[config.mk]
export PLATFORM = sky130hd
export DESIGN_NAME = bft_host_bridge
export DESIGN_NICKNAME = d
export VERILOG_FILES = /design/src/rtl/bft_pkg.sv /design/src/rtl/bft_sync_fifo.sv /design/src/rtl/bft_host_bridge.sv
export SDC_FILE = /design/constraint.sdc
export NUM_CORES = 2
export LEC_CHECK = 0
export BUFFER_PORTS_ARGS = -buffer_cell sky130_fd_sc_hd__buf_2
export CAP_MARGIN = 15
export CORE_MARGIN = 2
export CORE_UTILIZATION = 60
export CTS_BUF_LIST = sky130_fd_sc_hd__clkbuf_8
export DETAILED_ROUTE_END_ITERATION = 10
export PLACE_DENSITY = 0.76
export SLEW_MARGIN = 20
export SYNTH_ARGS = -nofsm -noshare
export SYNTH_HDL_FRONTEND = slang
export SYNTH_HIERARCHICAL = 1
export SYNTH_MEMORY_MAX_BITS = 65536
export SYNTH_SLANG_ARGS = --single-unit
[constraint.sdc]
create_clock -name clk -period 4.4 [get_ports clk]
set_input_delay 0 -clock clk [delete_from_list [all_inputs] [get_ports clk]]
set_output_delay 0 -clock clk [all_outputs]
set_load 0.02 [all_outputs]
[src/rtl/bft_pkg.sv]
// Shared BFT packet layout and bridge constants: field offsets/widths, kind
// encodings, the control port and the credit window a bridge starts with.
package bft_pkg;

  localparam int PKT_W     = 49;
  localparam int PAYLOAD_W = 32;
  localparam int LEAF_W    = 4;
  localparam int PORT_W    = 4;
  localparam int ADDR_W    = 7;

  localparam int VALID_BIT = 48;
  localparam int LEAF_LSB  = 44;
  localparam int PORT_LSB  = 40;
  localparam int ADDR_LSB  = 33;
  localparam int KIND_BIT  = 32;

  localparam logic KIND_DATA   = 1'b0;
  localparam logic KIND_UPDATE = 1'b1;

  localparam logic [3:0] CTRL_PORT     = 4'd0;
  localparam logic [7:0] INIT_CREDITS  = 8'd128;
  localparam int         RX_FIFO_DEPTH = 128;

endpackage

[src/rtl/bft_sync_fifo.sv]
// Synchronous FIFO with a registered output stage; the output register counts
// as one of the DEPTH slots, so the backing memory only ever holds DEPTH-1.
module bft_sync_fifo #(
  parameter int WIDTH = 36,
  parameter int DEPTH = 128
) (
  input  logic             clk,
  input  logic             reset_n,
  input  logic             wr_en,
  input  logic [WIDTH-1:0] wr_data,
  input  logic             rd_en,
  output logic [WIDTH-1:0] rd_data,
  output logic             rd_valid,
  output logic             wr_drop
);

  localparam int AW = $clog2(DEPTH);

  logic [WIDTH-1:0] mem [DEPTH];
  logic [AW-1:0]    rd_ptr, wr_ptr, mem_count;
  logic             full, pop, wr_ok, refill, mem_to_out, bypass, wr_to_mem;

  assign full       = rd_valid && (mem_count == AW'(DEPTH - 1));
  assign pop        = rd_valid && rd_en;
  // A pop in the same cycle frees a slot, so a write at full still lands.
  assign wr_ok      = wr_en && (!full || pop);
  assign wr_drop    = wr_en && !wr_ok;
  assign refill     = !rd_valid || pop;
  assign mem_to_out = refill && (mem_count != '0);
  assign bypass     = refill && (mem_count == '0) && wr_ok;
  assign wr_to_mem  = wr_ok && !bypass;

  always_ff @(posedge clk or negedge reset_n) begin
    if (!reset_n) begin
      rd_ptr    <= '0;
      wr_ptr    <= '0;
      mem_count <= '0;
      rd_valid  <= 1'b0;
      rd_data   <= '0;
    end else begin
      if (mem_to_out) begin
        rd_data  <= mem[rd_ptr];
        rd_valid <= 1'b1;
        rd_ptr   <= rd_ptr + 1'b1;
      end else if (bypass) begin
        rd_data  <= wr_data;
        rd_valid <= 1'b1;
      end else if (pop) begin
        rd_valid <= 1'b0;
      end
      if (wr_to_mem) wr_ptr <= wr_ptr + 1'b1;
      mem_count <= mem_count + AW'(wr_to_mem) - AW'(mem_to_out);
    end
  end

  always_ff @(posedge clk) begin
    if (wr_to_mem) mem[wr_ptr] <= wr_data;
  end

endmodule

[src/rtl/bft_host_bridge.sv]
// Host-side BFT bridge: packs host words into credit-limited BFT packets and
// unpacks packets for this leaf into a host stream, returning credits per 64 pops.
module bft_host_bridge
  import bft_pkg::*;
#(
  parameter int PACKET_BITS           = PKT_W,
  parameter int PAYLOAD_BITS          = PAYLOAD_W,
  parameter int NUM_LEAF_BITS         = LEAF_W,
  parameter int NUM_PORT_BITS         = PORT_W,
  parameter int NUM_ADDR_BITS         = ADDR_W,
  parameter int FREESPACE_UPDATE_SIZE = 64,
  parameter int SELF_LEAF             = 0
) (
  input  logic                     clk,
  input  logic                     reset_n,
  input  logic [NUM_LEAF_BITS-1:0] dst_leaf,
  input  logic [NUM_PORT_BITS-1:0] dst_port,
  input  logic [PAYLOAD_BITS-1:0]  s_tdata,
  input  logic                     s_tvalid,
  output logic                     s_tready,
  output logic [PAYLOAD_BITS-1:0]  m_tdata,
  output logic [NUM_PORT_BITS-1:0] m_tport,
  output logic                     m_tvalid,
  input  logic                     m_tready,
  output logic [PACKET_BITS-1:0]   dout_host2bft,
  input  logic [PACKET_BITS-1:0]   din_bft2host,
  output logic [7:0]               tx_credits,
  output logic                     rx_overflow
);

  // Both streams use valid/ready: a word moves on a rising edge where valid and
  // ready are both high; the source holds its data stable while valid && !ready.

  localparam int RX_W  = NUM_PORT_BITS + PAYLOAD_BITS;
  localparam int POP_W = $clog2(FREESPACE_UPDATE_SIZE + 1);
  localparam logic [POP_W-1:0] POP_LAST = POP_W'(FREESPACE_UPDATE_SIZE - 1);

  logic                     din_mine, upd_in, data_in, unused_addr;
  logic [NUM_ADDR_BITS-1:0] tx_addr;
  logic [1:0]               upd_pending;
  logic                     send_upd, send_data;
  logic [9:0]               credit_next;
  logic                     rx_wr_en, rx_drop, pop, pop_wrap;
  logic [RX_W-1:0]          rx_wr_data, rx_rd_data;
  logic [POP_W-1:0]         pop_cnt;

  assign din_mine = din_bft2host[VALID_BIT] &&
                    (din_bft2host[LEAF_LSB +: NUM_LEAF_BITS] == NUM_LEAF_BITS'(SELF_LEAF));
  assign upd_in      = din_mine && (din_bft2host[KIND_BIT] == KIND_UPDATE);
  assign data_in     = din_mine && (din_bft2host[KIND_BIT] == KIND_DATA);
  assign unused_addr = ^din_bft2host[ADDR_LSB +: NUM_ADDR_BITS];

  assign s_tready  = reset_n && (tx_credits != 8'd0) && (upd_pending == 2'd0);
  assign send_upd  = (upd_pending != 2'd0);
  assign send_data = s_tvalid && s_tready;

  always_comb begin
    credit_next = {2'b00, tx_credits};
    if (upd_in)    credit_next = credit_next + {2'b00, din_bft2host[7:0]};
    if (send_data) credit_next = credit_next - 10'd1;
  end

  always_ff @(posedge clk or negedge reset_n) begin
    if (!reset_n) begin
      dout_host2bft <= '0;
      tx_addr       <= '0;
      tx_credits    <= INIT_CREDITS;
    end else begin
      tx_credits <= (credit_next > {2'b00, INIT_CREDITS}) ? INIT_CREDITS : credit_next[7:0];
      if (send_upd) begin
        dout_host2bft <= {1'b1, dst_leaf, NUM_PORT_BITS'(CTRL_PORT), {NUM_ADDR_BITS{1'b0}},
                          KIND_UPDATE, PAYLOAD_BITS'(FREESPACE_UPDATE_SIZE)};
      end else if (send_data) begin
        dout_host2bft <= {1'b1, dst_leaf, dst_port, tx_addr, KIND_DATA, s_tdata};
        tx_addr       <= tx_addr + 1'b1;
      end else begin
        dout_host2bft <= '0;
      end
    end
  end

  assign pop      = m_tvalid && m_tready;
  assign pop_wrap = pop && (pop_cnt == POP_LAST);

  always_ff @(posedge clk or negedge reset_n) begin
    if (!reset_n) begin
      rx_wr_en    <= 1'b0;
      rx_wr_data  <= '0;
      rx_overflow <= 1'b0;
      pop_cnt     <= '0;
      upd_pending <= 2'd0;
    end else begin
      rx_wr_en   <= data_in;
      rx_wr_data <= {din_bft2host[PORT_LSB +: NUM_PORT_BITS], din_bft2host[PAYLOAD_BITS-1:0]};
      if (rx_drop) rx_overflow <= 1'b1;
      if (pop) pop_cnt <= pop_wrap ? '0 : pop_cnt + 1'b1;
      // An update leaves every cycle pending is nonzero, so this never passes 3.
      upd_pending <= upd_pending + {1'b0, pop_wrap} - {1'b0, send_upd};
    end
  end

  bft_sync_fifo #(
    .WIDTH (RX_W),
    .DEPTH (RX_FIFO_DEPTH)
  ) u_rx_fifo (
    .clk      (clk),
    .reset_n  (reset_n),
    .wr_en    (rx_wr_en),
    .wr_data  (rx_wr_data),
    .rd_en    (m_tready),
    .rd_data  (rx_rd_data),
    .rd_valid (m_tvalid),
    .wr_drop  (rx_drop)
  );

  assign m_tport = rx_rd_data[RX_W-1 -: NUM_PORT_BITS];
  assign m_tdata = rx_rd_data[PAYLOAD_BITS-1:0];

endmodule
==> results.cfg <==
[run]
cap_violations = 0

[logic_synthesis]
synth_top_cell_area_share_pct = 74.86
netlist_instances = 8952
yosysUniqueCellTypes = 73
ys_seq_area_share_pct = 77.15
synth_nets = 9073
synth_seq_cells = 4777
postSynthAreaPerCell_um2 = 20.65
netlist_top_cells_area = edfxtp_1, mux4_2, mux2i_1, dfrtp_1, a22oi_1
syn_area_um2 = 184800
synth_warnings = 6
synth_ff_type = edfxtp_1
synth_common_cells = edfxtp_1, mux2i_1, mux4_2, a22oi_1, nor2_1
yosysTopAreaCell = edfxtp_1
ys_async_sr_fraction_pct = 3.538
synth-edff-count = 4608
synth_most_common_cell = edfxtp_1

[run_status]
status = complete, but fails checks
violations = antenna violations

[pwr]
p_per_area_nw_per_um2 = 577.6
p_int_mw = 81.47
p_switching_mw = 39.83
p_seq_share_pct = 42.5
clkPwrFrac_pct = 28.0
power_frac_comb_pct = 29.5
p_leak_nw = 70.59
swShare_pct = 32.83
worst_ir_drop_vdd_uv = 509.6

[critical_path]
critPathSlowestCell = dlygate4sd3_1
crit_required_ps = 5430
crit_type = reg2reg
path_buf_inv = 4
cp_top_family = buffers and inverters
worst_setup_path_start_kind = register
path_max_fanout = 7
crit_chain = buf_4, nor3_2, a21boi_1, dlygate4sd3_1, o21ai_2, dlygate4sd3_1, a2111o_1, o211ai_2, dlygate4sd3_1, a31oi_1
arrival_ps = 5380
critPathCaptureType = register
crit_path_frequent_cell = dlygate4sd3_1
max_stage_delay_ps = 730

[global_routing]
grt_pass1_vias = 98260
grt_max_degree = 130
track_usage_pct = 31.45
grt_overflow = 0
grt_pass1_wl_um = 699000
antenna_found_initial = 31

[floorplanning]
core_um2 = 306100
initial_core_util_pct = 60.39
dieHeight_um = 559.0
io_pins = 189
die_area_um2 = 312500
rows = 203
fp.dieW_um = 559.0

[routing]
ant_nets = 1
drc = 0
drt-initial-drc-count = 15130
wirelength_um = 495400
wl_per_cell_um = 33.48
drt_pass1_iterations = 6
via_per_inst = 6.642
vias = 98270

[final_layout]
syn2layout_area_growth_pct = 13.61
post-route-util_pct = 68.61
drive_above_1_share_pct = 23.72
nNetsFinal = 10210
layout.cells.non_filler = 14800
fillers = 18250

[clock_network]
cts_made_buffers = 722
root_buffer = clkbuf_8
clkSlewWorstSetupHoldPaths_ps = 60
cts_tree = built
clk_latency_ps = 1270
clock-sinks = 4777
clock_path_buffers = 4
htree_num_levels = 6

[placed_design]
gp_congestion = 0.9237
portBuffers = 181
dp_cells = 13210
place_ws_ps = 393.3
place_hpwl_um = 284100

[sta]
slew_viol_final = 0
worstMarginPinSlew_ps = 1268
setup_viol = 0
tns_ps = 0
maxSlewHeadroom_pct = 14.92
hold_viol = 0
post-route-min-period_ps = 4355
fin_skew_ps = 118.7
hold_ws_ps = 118.4
finalWorstSetupSlack_ps = 45.40
max_freq_mhz = 229.6
post-route-period-util_pct = 98.97
rsz0062_at_grt = no

[worst_hold_path]
hold_class = in2reg
[routing by layer]
metal | track usage (%) | wire [um] | vias up | part of all wire [%]
met5 | 0 | 91 | - | 0.018
met4 | 19.38 | 35130 | 14 | 7.1
met3 | 6.793 | 58140 | 1209 | 12
met2 | 48.30 | 231100 | 6783 | 47
met1 | 41.65 | 171000 | 50670 | 35
li1 | - | - | 39600 | -
[cells in the final DEF, fill, tap and decap left out, types with 15 or more instances in the layout]
cell,instances
clkbuf_8,750
mux2i_1,1132
nand2b_1,20
clkinv_1,166
inv_1,270
a31oi_1,71
xnor2_1,28
edfxtp_1,4608
buf_4,409
o21ai_0,57
dlygate4sd3_1,249
buf_2,180
nor2_4,131
o22a_1,36
a211oi_1,36
o311ai_1,35
o21ai_1,32
dfrtp_4,42
o211ai_1,111
dfrtp_1,126
nand3_1,183
buf_12,89
a21oi_1,107
a22o_1,42
nand2_1,136
nor2_1,64
and2_1,52
clkinv_2,71
o22ai_1,57
a22oi_1,351
nor3_1,25
mux4_2,724
a221oi_1,34
diode_2,27
o2111ai_1,16
ha_1,26
inv_12,15
[worst min-delay path, delay by kind of cell]
family,cells,cell delay [ps]
buffers and inverters,3,1240
[state kept, by name, summed over array words and instances, names as in the netlist, 2 cells and up]
signal	count
dout_host2bft	49
u_rx_fifo/rd_data	36
u_rx_fifo/mem_count	7
upd_pending	2
u_rx_fifo/rd_ptr	7
u_rx_fifo/mem	4608
pop_cnt	7
tx_credits	8
u_rx_fifo/wr_ptr	7
rx_wr_data	36
tx_addr	7
[path summary, 6_finish.rpt]
path                                      start             endpoint  slack [ps]  cells after the start
worst min register to register       pop_cnt[4]           pop_cnt[4]         490                      1
min in group asynchronous               reset_n    dout_host2bft[34]         530                      5
worst max register to register    tx_credits[0]        tx_credits[2]          50                     10
worst min-delay path            din_bft2host[8]        rx_wr_data[8]         120                      3
worst max-delay path              tx_credits[0]        tx_credits[2]          50                     10
max in group asynchronous               reset_n  u_rx_fifo/rd_ptr[6]        2030                      7
[logic make-up after synthesis]
family                     share of synthesized area (%)
AOI/OAI and AO/OA                                  4.015
xor gates and xnor gates                          0.1895
adders and majority gates                         0.1977
buffers and inverters                              1.761
DFF                                                77.15
muxes                                              14.99
and+or+nand+nor                                    1.700
[timing repair]
item,in CTS,in global routing
gates resized for setup,0,2
hold buffers,251,0
setup buffers,0,2
hold endpoints to repair,278,0
setup endpoints to repair,0,5
[power by group through the flow]
stage	Clock, mW	Sequential [mW]	Combinational [mW]
2_1_floorplan	0	51.9	22.9
3_3_place_gp	0	52.4	34.2
3_5_place_dp	0	52.5	34.8
4_1_cts	34.3	51.5	35.2
5_1_grt	36.3	51.4	37.0
6_report	34.0	51.5	35.8
[final cells by class]
class                      instances  area (um2)  share of cell area, %
sequential                      4777      142800                  67.98
clock buffer                     749       10310                  4.909
tap                             4100        5130                  2.443
timing repair buffer             936        8479                  4.038
multi-input combinational       3629       40080                  19.09
inverter                          22       82.58                0.03932
antenna                           27       67.56                0.03217
clock inverter                   556        3092                  1.472
[metrics by stage]
step / power [mW] / instance area, um2
global route: 124.8 / 210000
CTS: 121.0 / 209700
floorplan: 74.83 / 184800
detailed placement: 87.25 / 193800
global placement: 86.63 / 193800
finish: 121.3 / 210000
(Power assumes the default switching activity.)
